===== config.mk =====
export PLATFORM = sky130hd
export DESIGN_NAME = operand_forward_unit
export DESIGN_NICKNAME = d
export VERILOG_FILES = /design/src/rtl/operand_forward_unit.sv
export SDC_FILE = /design/constraint.sdc
export NUM_CORES = 1
export LEC_CHECK = 0
export CORE_UTILIZATION = 39
export CTS_CLUSTER_SIZE = 30
export DETAILED_ROUTE_END_ITERATION = 8
export GPL_TIMING_DRIVEN = 0
export HOLD_SLACK_MARGIN = 0.06
export PLACE_DENSITY = 0.92
export SETUP_SLACK_MARGIN = 0.5
export SLEW_MARGIN = 20
export SYNTH_ARGS = -nofsm -noshare
export SYNTH_HDL_FRONTEND = slang
export SYNTH_SLANG_ARGS = --single-unit

===== constraint.sdc =====
create_clock -name clk -period 1.8 [get_ports clk]
set_clock_uncertainty 0.1 [all_clocks]
set_input_delay 0.36 -clock clk [delete_from_list [all_inputs] [get_ports clk]]
set_output_delay 0.36 -clock clk [all_outputs]
set_load 0.01 [all_outputs]

===== src/rtl/operand_forward_unit.sv =====
// ID->EX operand forwarding, operand latch and stall control for the hazard-control interface.
// States: RUN | normal issue, operands load every cycle
//         STALL | load-use hold in progress, ID/EX carries a bubble
module operand_forward_unit #(
  parameter int XLEN      = 32,
  parameter int MAX_STALL = 1
) (
  input  logic            clk,
  input  logic            rst,
  input  logic            stall,
  input  logic            fwd_ex1,
  input  logic            fwd_ex2,
  input  logic            fwd_mem1,
  input  logic            fwd_mem2,
  input  logic [XLEN-1:0] rs1_data,
  input  logic [XLEN-1:0] rs2_data,
  input  logic [XLEN-1:0] ex_result,
  input  logic            mem_is_load,
  input  logic [XLEN-1:0] mem_alu,
  input  logic [XLEN-1:0] mem_rdata,
  output logic [XLEN-1:0] op_a,
  output logic [XLEN-1:0] op_b,
  output logic            op_valid,
  output logic            pc_hold,
  output logic            ifid_hold,
  output logic [1:0]      fwd_sel_a,
  output logic [1:0]      fwd_sel_b,
  output logic            hazard_err
);

  localparam int            CW      = $clog2(MAX_STALL + 2);
  localparam logic [CW-1:0] CNT_SAT = CW'(MAX_STALL + 1);
  localparam logic [CW-1:0] CNT_MAX = CW'(MAX_STALL);

  typedef enum logic {S_RUN, S_STALL} state_t;

  state_t          r_state;
  logic [CW-1:0]   r_cnt;
  logic [XLEN-1:0] r_op_a;
  logic [XLEN-1:0] r_op_b;
  logic            r_op_valid;
  logic [1:0]      r_sel_a;
  logic [1:0]      r_sel_b;
  logic            r_hazard_err;

  logic [XLEN-1:0] w_wb_val;
  logic [XLEN-1:0] w_src_a;
  logic [XLEN-1:0] w_src_b;
  logic [1:0]      w_sel_a;
  logic [1:0]      w_sel_b;
  logic [CW-1:0]   w_cnt_nxt;

  assign w_wb_val = mem_is_load ? mem_rdata : mem_alu;

  // EX is the more recent producer, so it beats MEM when both flags are set.
  always_comb begin
    w_src_a = rs1_data;
    w_sel_a = 2'd0;
    if (fwd_ex1) begin
      w_src_a = ex_result;
      w_sel_a = 2'd1;
    end else if (fwd_mem1) begin
      w_src_a = w_wb_val;
      w_sel_a = 2'd2;
    end
  end

  always_comb begin
    w_src_b = rs2_data;
    w_sel_b = 2'd0;
    if (fwd_ex2) begin
      w_src_b = ex_result;
      w_sel_b = 2'd1;
    end else if (fwd_mem2) begin
      w_src_b = w_wb_val;
      w_sel_b = 2'd2;
    end
  end

  always_comb begin
    w_cnt_nxt = CW'(1);
    if (r_state == S_STALL) begin
      w_cnt_nxt = (r_cnt == CNT_SAT) ? r_cnt : r_cnt + CW'(1);
    end
  end

  always_ff @(posedge clk or negedge rst) begin
    if (!rst) begin
      r_state      <= S_RUN;
      r_cnt        <= '0;
      r_op_a       <= '0;
      r_op_b       <= '0;
      r_op_valid   <= 1'b0;
      r_sel_a      <= 2'd0;
      r_sel_b      <= 2'd0;
      r_hazard_err <= 1'b0;
    end else if (stall) begin
      r_state    <= S_STALL;
      r_cnt      <= w_cnt_nxt;
      r_op_valid <= 1'b0;
      if (w_cnt_nxt > CNT_MAX) r_hazard_err <= 1'b1;
    end else begin
      r_state    <= S_RUN;
      r_cnt      <= '0;
      r_op_a     <= w_src_a;
      r_op_b     <= w_src_b;
      r_sel_a    <= w_sel_a;
      r_sel_b    <= w_sel_b;
      r_op_valid <= 1'b1;
    end
  end

  // Holds follow stall with no latency but must read 0 while reset is asserted.
  assign pc_hold    = stall & rst;
  assign ifid_hold  = stall & rst;
  assign op_a       = r_op_a;
  assign op_b       = r_op_b;
  assign op_valid   = r_op_valid;
  assign fwd_sel_a  = r_sel_a;
  assign fwd_sel_b  = r_sel_b;
  assign hazard_err = r_hazard_err;

endmodule


; ---- Word-level counts from Yosys, hierarchy flattened
; Index checks and enable logic that the tools add are counted.
[classes]
add_sub_neg = 1
multipliers = 0
div = 0
magnitude_cmp = 1
n_eq_ne = 1
n_shift = 0
mux = 14
bitwise_logic = 1
reduce_logical = 1
[op_table]
columns = operator, count
row1 = $mux 32, 5
row2 = $mux 2, 7
row3 = $add 2x1->2 const B, 1
row4 = $eq 2x2->1 const B, 1
row5 = $gt 2x1->1 const B, 1
row6 = $mux 1, 2
row7 = $reduce_and 2->1, 1
row8 = $and 1x1->1, 1
[totals]
ff_bits = 73
latch_bits = 0
ramBits = 0
mem_bits_ro = 0
inputBits = 168
word_cells = 27
memories = 0

; ---- Longest topological paths before layout
; Gate-level depths: netlist (run 1).
[logic_depth]
ltp_word = 5
ltp_mapped = 5
mapped_depth_nobuf = 4

; ---- Least setup slack after synthesis (run 1)
; No wires, ideal clock.
[synth_timing]
path_kind = in2out
from = input port stall
to = output port pc_hold
t_arrival_ps = 1212
t_required_ps = 1340
slack_ps = 128
cell_stages = 5
path_buffers = 4
cell_sequence = buf_2 buf_2 buf_2 and2_1 buf_4
[synth_via]
elab_chain_cells = 1
[synth_lines]
columns = item, line_no
row1 = from (decl), 10  ; input logic stall,
row2 = $and 1x1->1, --
row3 = to (decl), 24  ; output logic pc_hold,
; Every way passes these cells.

; ---- Final worst setup path (run 1)
[layout_timing]
from = input port stall
to = output port pc_hold
[layout_via]
elab_chain_cells = 1
[layout_lines]
columns = item, line_no
row1 = $and 1x1->1, 114  ; assign pc_hold = stall & rst;
; Every way passes these cells.

==> metrics.cfg, run 1 <==
[setup_path]
cp-start-kind=input port
rr_endpoint=hazard_err
cp.arrival_ns=1.16
cp-end-kind=primary output
r2r_slack_ns=0.49
crit_fanout=2
r2r-start=r_cnt[1]
cp.required_ns=1.34
r2r_cells=4
path_class=in2out

[global_routing]
overflow=0
grt_max_degree=40
grt_pass1_wl_mm=28.3
grt.total_usage_pct=33.6
busiest_layer=met2
gr-usage-met3_pct=7.30
use_met1_pct=38.1
grt_pass1_vias=5338
met2_usage_pct=60.3
antenna_found_initial=0

[power]
p_leak_nw=3.66
total_power_mw=5.15
power.density_mw_per_mm2=671
ir_worst_vdd_uv=454

[sta]
hold-worst-slack_ns=-0.181
slew_viol_final=0
worstMarginPinSlew_ns=0.705
setup_viol=0
fin_setup_tns_ns=0
min_period_ns=1.62
fmax_ghz=0.617
final.period_utilization_pct=90.0
setup_ws_ns=0.180
rsz0062_at_grt=true
hold_viol_final=37
relSlewSlack_pct=53.0

[final_layout]
diodes=0
finish.cell_count_without_fillers=896
final_net_count=924
area_delta_synth_final_pct=82.6
finish.utilization_pct=73.9
fin_area_sq_mm=0.00767
drive_above_1_share_pct=30.1

[placement]
dp_slack_ns=-0.756
io_buffers=235
hpwlAfterDp_mm=13.7
placed_cells_incl_taps=808
place_congestion=0.897
dpl-instance-area_sq_mm=0.00678

[cts]
clk_latency_ns=0.34
cts.sink_count=73
cts_hold_buf=1
numCtsBuffers=9
clockBufferDepth=2
clock-root-buffer=clkbuf_8
htreeDepth=3
cts_tree=built
clk_pin_slew_worst_paths_ns=0.08

[synthesis]
synth_compound_area_share_pct=25.6
yosys.area_share.xor_xnor_pct=0
syn_inst=436
synth.top_cell.area_share_pct=43.5
synth_top_family_by_area=compound AO/OA/AOI/OAI gates
synth-async-reset-ratio_pct=100
syn-num-nets=605
avgSynthCellArea_sq_um=9.63
synth_top_area_cell=dfrtp_1
netlist_area_sq_mm=0.00420
synthFlopType=dfrtp_1
synth-edff-count=0
ys_ff_latch=73
synthMuxAreaShare_pct=7.90
ys_types=36
synthAdderAreaFrac_pct=0.298
synth-simple-area-share_pct=15.2
ys_seq_area_share_pct=43.5
yosys_warnings=0
synth.area.top_cells=dfrtp_1 44%, a221o_1 11%, mux2i_1 7.6%

[run_status]
violations=negative hold slack
status=finished, violations left

[drt]
route.detailed.drc=0
routed_wl_mm=20.1
routedWlPerCell_microns=22.5
dr_total_vias=5324
via_per_inst=5.94
drt_iter0_markers=407
drtAntennaViolNets=0
first_pass_iters=5

[flow_run]
cap_violations=0

[floorplanning]
placeableCoreArea_sq_mm=0.0104
die_area_sq_mm=0.0112
die_x_microns=106
io_pins=240
rows=37
dieHeight_microns=106
initial_core_util_pct=40.5

[min_path]
hold_path_class=in2async

power by group:
part	internal, mW	leakage [nW]	total (mW)	switching (mW)
clock	0.678	0.0974	1.31	0.629
combinational	1.09	2.68	1.89	0.797
sequential	1.83	0.882	1.95	0.121
cell usage in the layout (no fill, tap or decap), drive strengths merged, types with 2 or more instances in the layout:
| cell type | netlist | final |
|---|---|---|
| dfrtp | 73 | 73 |
| buf | 24 | 170 |
| clkinv | 1 | 2 |
| o21ai | 10 | 10 |
| a21oi | 52 | 52 |
| o211ai | 5 | 5 |
| dlymetal6s2s | 0 | 5 |
| inv | 6 | 7 |
| dlygate4sd2 | 0 | 3 |
| a22o | 10 | 10 |
| o21a | 5 | 5 |
| a31oi | 9 | 9 |
| mux2i | 32 | 32 |
| nor2 | 62 | 62 |
| nand2 | 10 | 10 |
| clkdlybuf4s50 | 0 | 153 |
| a2111oi | 2 | 2 |
| clkbuf | 23 | 36 |
| and3 | 47 | 47 |
| nor4 | 2 | 2 |
| a221oi | 2 | 2 |
| or3b | 5 | 5 |
| a221o | 48 | 48 |
| a31o | 2 | 2 |
critical path, cell delays in order:
cell and delay [ns]:
buf_6 0.10, buf_8 0.11, buf_12 0.12, buf_8 0.11, and2_4 0.15, buf_6 0.11
buf_6 0.11
Yosys cell counts, types with 3 or more instances:
cell,instances
a21oi_1,52
a221o_1,48
a22o_1,10
a31oi_1,9
and3_1,47
buf_12,3
buf_2,14
buf_4,3
clkbuf_1,18
clkbuf_4,4
dfrtp_1,73
inv_1,5
mux2i_1,32
nand2_1,10
nor2_1,62
o211ai_1,5
o21a_1,5
o21ai_0,10
or3b_1,5
metal layers:
layer / vias to the layer above / routed length [microns]
li1: 2281 / -
met1: 2577 / 7350
met2: 391 / 10100
met3: 75 / 1880
met4: 0 / 828
met5: - / 0
what timing repair did:
item                                    in CTS  in global routing
cloned                                       0                  4
pin swaps                                    1                  5
endpoints found under the hold margin       38                 37
resized for setup                          363                 58
setup buffers                               36                 31
endpoints found under the setup margin     141                127
kinds of logic (layout without fill, tap and decap cells):
logic type,after synthesis,in the layout
AOI/OAI and AO/OA,146,146
DFF,73,73
buffers and inverters,54,378
and+or+nand+nor,129,129
adders and majority gates,1,1
muxes,33,33
worst max-delay path by stage:
| stage | endpoint | cells after the start | slack (ns) | from |
|---|---|---|---|---|
| after floorplan | pc_hold | 5 | 0.35 | stall |
| after global placement | pc_hold | 4 | -2.95 | rst |
| after detailed placement | pc_hold | 7 | -0.76 | stall |
| after CTS | pc_hold | 7 | 0.18 | stall |
| after global routing | pc_hold | 7 | 0.16 | stall |
| final | pc_hold | 7 | 0.18 | stall |
registers in the layout, summed over array words and instances, names as in the netlist:
name,cells
r_cnt,2
fwd_sel_b,2
op_valid,1
op_a,32
op_b,32
fwd_sel_a,2
hazard_err,1
r_state,1
cell type report:
cell class              instances  area, sq um
plain buffers                  47          474
clock buffers                  13          149
clock inverters                 3         40.0
fillers                       741         2700
inverters                       7         31.3
multi-input cells             309         2180
flip-flops and latches         73         1830
well taps                     136          170
repair buffers                308         2800
Note: power is estimated with default switching activity, not from simulation.
==> run 2: changes to the inputs <==
--- a/config.mk
+++ b/config.mk
@@ -11,6 +11,7 @@
 export GPL_TIMING_DRIVEN = 0
 export HOLD_SLACK_MARGIN = 0.06
 export PLACE_DENSITY = 0.92
+export RECOVER_POWER = 50
 export SETUP_SLACK_MARGIN = 0.5
 export SLEW_MARGIN = 20
 export SYNTH_ARGS = -nofsm -noshare
==> run 2 against run 1 <==
The run still ends with negative hold slack left. Sequential share of layout area rose by 0.36 points. Power fell by 0.31%. First-iteration DRC count rose by 2.2%. Cell count did not move. Clock power barely moved.
==> metrics.cfg, run 2 (synthesis results as in run 1) <==
[run_status]
status=finished, violations left
violations=negative hold slack

[drt]
dr_total_vias=5308  ; -0.30%
drt_iter0_markers=416  ; +2.2%
routedWlPerCell_microns=22.5  ; +0.17%
route.detailed.drc=0  ; unchanged
via_per_inst=5.92  ; -0.30%
routed_wl_mm=20.2  ; +0.17%
drtAntennaViolNets=0  ; unchanged
first_pass_iters=5  ; unchanged

[sta]
rsz0062_at_grt=true
min_period_ns=1.71  ; +0.0854 ns
worstMarginPinSlew_ns=0.978  ; +0.273 ns
slew_viol_final=0  ; unchanged
final.period_utilization_pct=94.8  ; +4.7 points
relSlewSlack_pct=34.8  ; -18 points
setup_viol=0  ; unchanged
hold-worst-slack_ns=-0.189  ; -0.00844 ns
fmax_ghz=0.586  ; -5.0%
setup_ws_ns=0.0942  ; -0.0854 ns
hold_viol_final=37  ; unchanged

[final_layout]
area_delta_synth_final_pct=79.9
final_common_cell=clkdlybuf4s50_1
drive_above_1_share_pct=28.3  ; -1.8 points
finish.cell_count_without_fillers=896  ; unchanged
diodes=0  ; unchanged
finish.utilization_pct=72.8  ; -1.1 points
fin_area_sq_mm=0.00755  ; -1.5%
fillers=764  ; +3.1%
final_net_count=924  ; unchanged
mostFrequentLayoutCells=153 x clkdlybuf4s50_1, 73 x dfrtp_1, 71 x buf_4

[cts]
cts_tree=built
cts.sink_count=73  ; unchanged
clk_latency_ns=0.34  ; about the same
clockBufferDepth=2  ; unchanged
clock-root-buffer=clkbuf_8
clk_pin_slew_worst_paths_ns=0.08  ; about the same
htreeDepth=3  ; unchanged
numCtsBuffers=9  ; unchanged
cts_hold_buf=1  ; unchanged

[floorplanning]
dieHeight_microns=106  ; unchanged
die_area_sq_mm=0.0112  ; unchanged
io_pins=240  ; unchanged
placeableCoreArea_sq_mm=0.0104  ; unchanged
rows=37  ; unchanged
initial_core_util_pct=40.5  ; unchanged
die_x_microns=106  ; unchanged

[placement]
io_buffers=235  ; unchanged
place_congestion=0.897  ; unchanged
placed_cells_incl_taps=808  ; unchanged
dpl-instance-area_sq_mm=0.00678  ; unchanged
dp_slack_ns=-0.756  ; unchanged
hpwlAfterDp_mm=13.7  ; unchanged

[min_path]
hold_path_class=in2async

[global_routing]
grt_pass1_vias=5338  ; unchanged
grt_pass1_wl_mm=28.3  ; unchanged
antenna_found_initial=0  ; unchanged
overflow=0  ; unchanged
grt_max_degree=40  ; unchanged
grt.total_usage_pct=33.6  ; unchanged

[setup_path]
cp-end-kind=register
cp.required_ns=1.97  ; +0.63 ns
r2r_cells=4  ; unchanged
path_class=in2reg
cp-start-kind=input port
cp.arrival_ns=1.88  ; +0.72 ns
crit_fanout=5  ; +3

[power]
total_power_mw=5.13  ; -0.31%
power.density_mw_per_mm2=679  ; +1.2%
ir_worst_vdd_uv=459  ; +1.2%
p_leak_nw=3.59  ; -1.8%

[flow_run]
cap_violations=0  ; unchanged

==> run 2: worst paths after layout <==
path                       slack, ns         end     start
min reg2reg                     0.37    r_cnt[0]   r_state
max                             0.09    op_b[24]     stall
max reg2reg                     0.49  hazard_err  r_cnt[1]
max in group asynchronous       0.54    op_b[29]       rst
min                            -0.19    op_b[20]       rst
min in group clk                0.37    r_cnt[0]   r_state
==> run 2: worst max-delay path, stage by stage <==
cell	delay, ns
clkbuf_1	0.14
buf_8	0.12
buf_12	0.09
clkbuf_1	0.21
clkbuf_1	0.38
clkbuf_1	0.34
a221o_1	0.23
==> run 2: final cells by class <==
type	instances	area, sq um	area share (%)
Buffer	47	425	5.63
Inverter	7	31.3	0.414
Tap cell	136	170	2.25
Sequential cell	73	1830	24.2
Clock buffer	13	149	1.97
Multi-Input combinational cell	309	2160	28.6
Timing Repair Buffer	308	2750	36.4
Clock inverter	3	40.0	0.530
==> run 2: routing by layer <==
| metal | wire length [microns] | part of all wire (%) | GRT usage (%) | up-vias |
|---|---|---|---|---|
| met5 | 0 | 0 | 0 | - |
| met4 | 848 | 4.2 | 14.8 | 0 |
| met3 | 1880 | 9.3 | 7.30 | 73 |
| met2 | 10100 | 50 | 60.3 | 389 |
| met1 | 7320 | 36 | 38.1 | 2571 |
| li1 | - | - | - | 2275 |
==> run 2: what timing repair did <==
action	CTS	global route
setup buffers	36	31
cloned	0	4
hold endpoints to repair	38	37
pin swaps	1	5
gates resized for setup	363	58
setup endpoints to repair	141	127
==> run 2: per-stage QoR <==
stage | TNS, ns | hold slack [ns]
floorplan | 0 | -0.0356
global placement | -182.39 | 0.316
detailed placement | -21.95 | 0.258
CTS | 0 | -0.185
global route | 0 | -0.162
finish | 0 | -0.189
==> run 2: power by group <==
group	internal [mW]	switching (mW)
Sequential	1.83	0.123
Combinational	1.07	0.792
Clock	0.678	0.642
Total	3.57	1.56
==> run 3: changes to the inputs <==
--- a/config.mk
+++ b/config.mk
@@ -5,6 +5,7 @@
 export SDC_FILE = /design/constraint.sdc
 export NUM_CORES = 1
 export LEC_CHECK = 0
+export CAP_MARGIN = 20
 export CORE_UTILIZATION = 39
 export CTS_CLUSTER_SIZE = 30
 export DETAILED_ROUTE_END_ITERATION = 8
@@ -13,6 +14,7 @@
 export PLACE_DENSITY = 0.92
 export RECOVER_POWER = 50
 export SETUP_SLACK_MARGIN = 0.5
+export SKIP_LAST_GASP = 1
 export SLEW_MARGIN = 20
 export SYNTH_ARGS = -nofsm -noshare
 export SYNTH_HDL_FRONTEND = slang
==> results of run 3 <==
Final layout, timing and power as in run 2 (identical DEF).
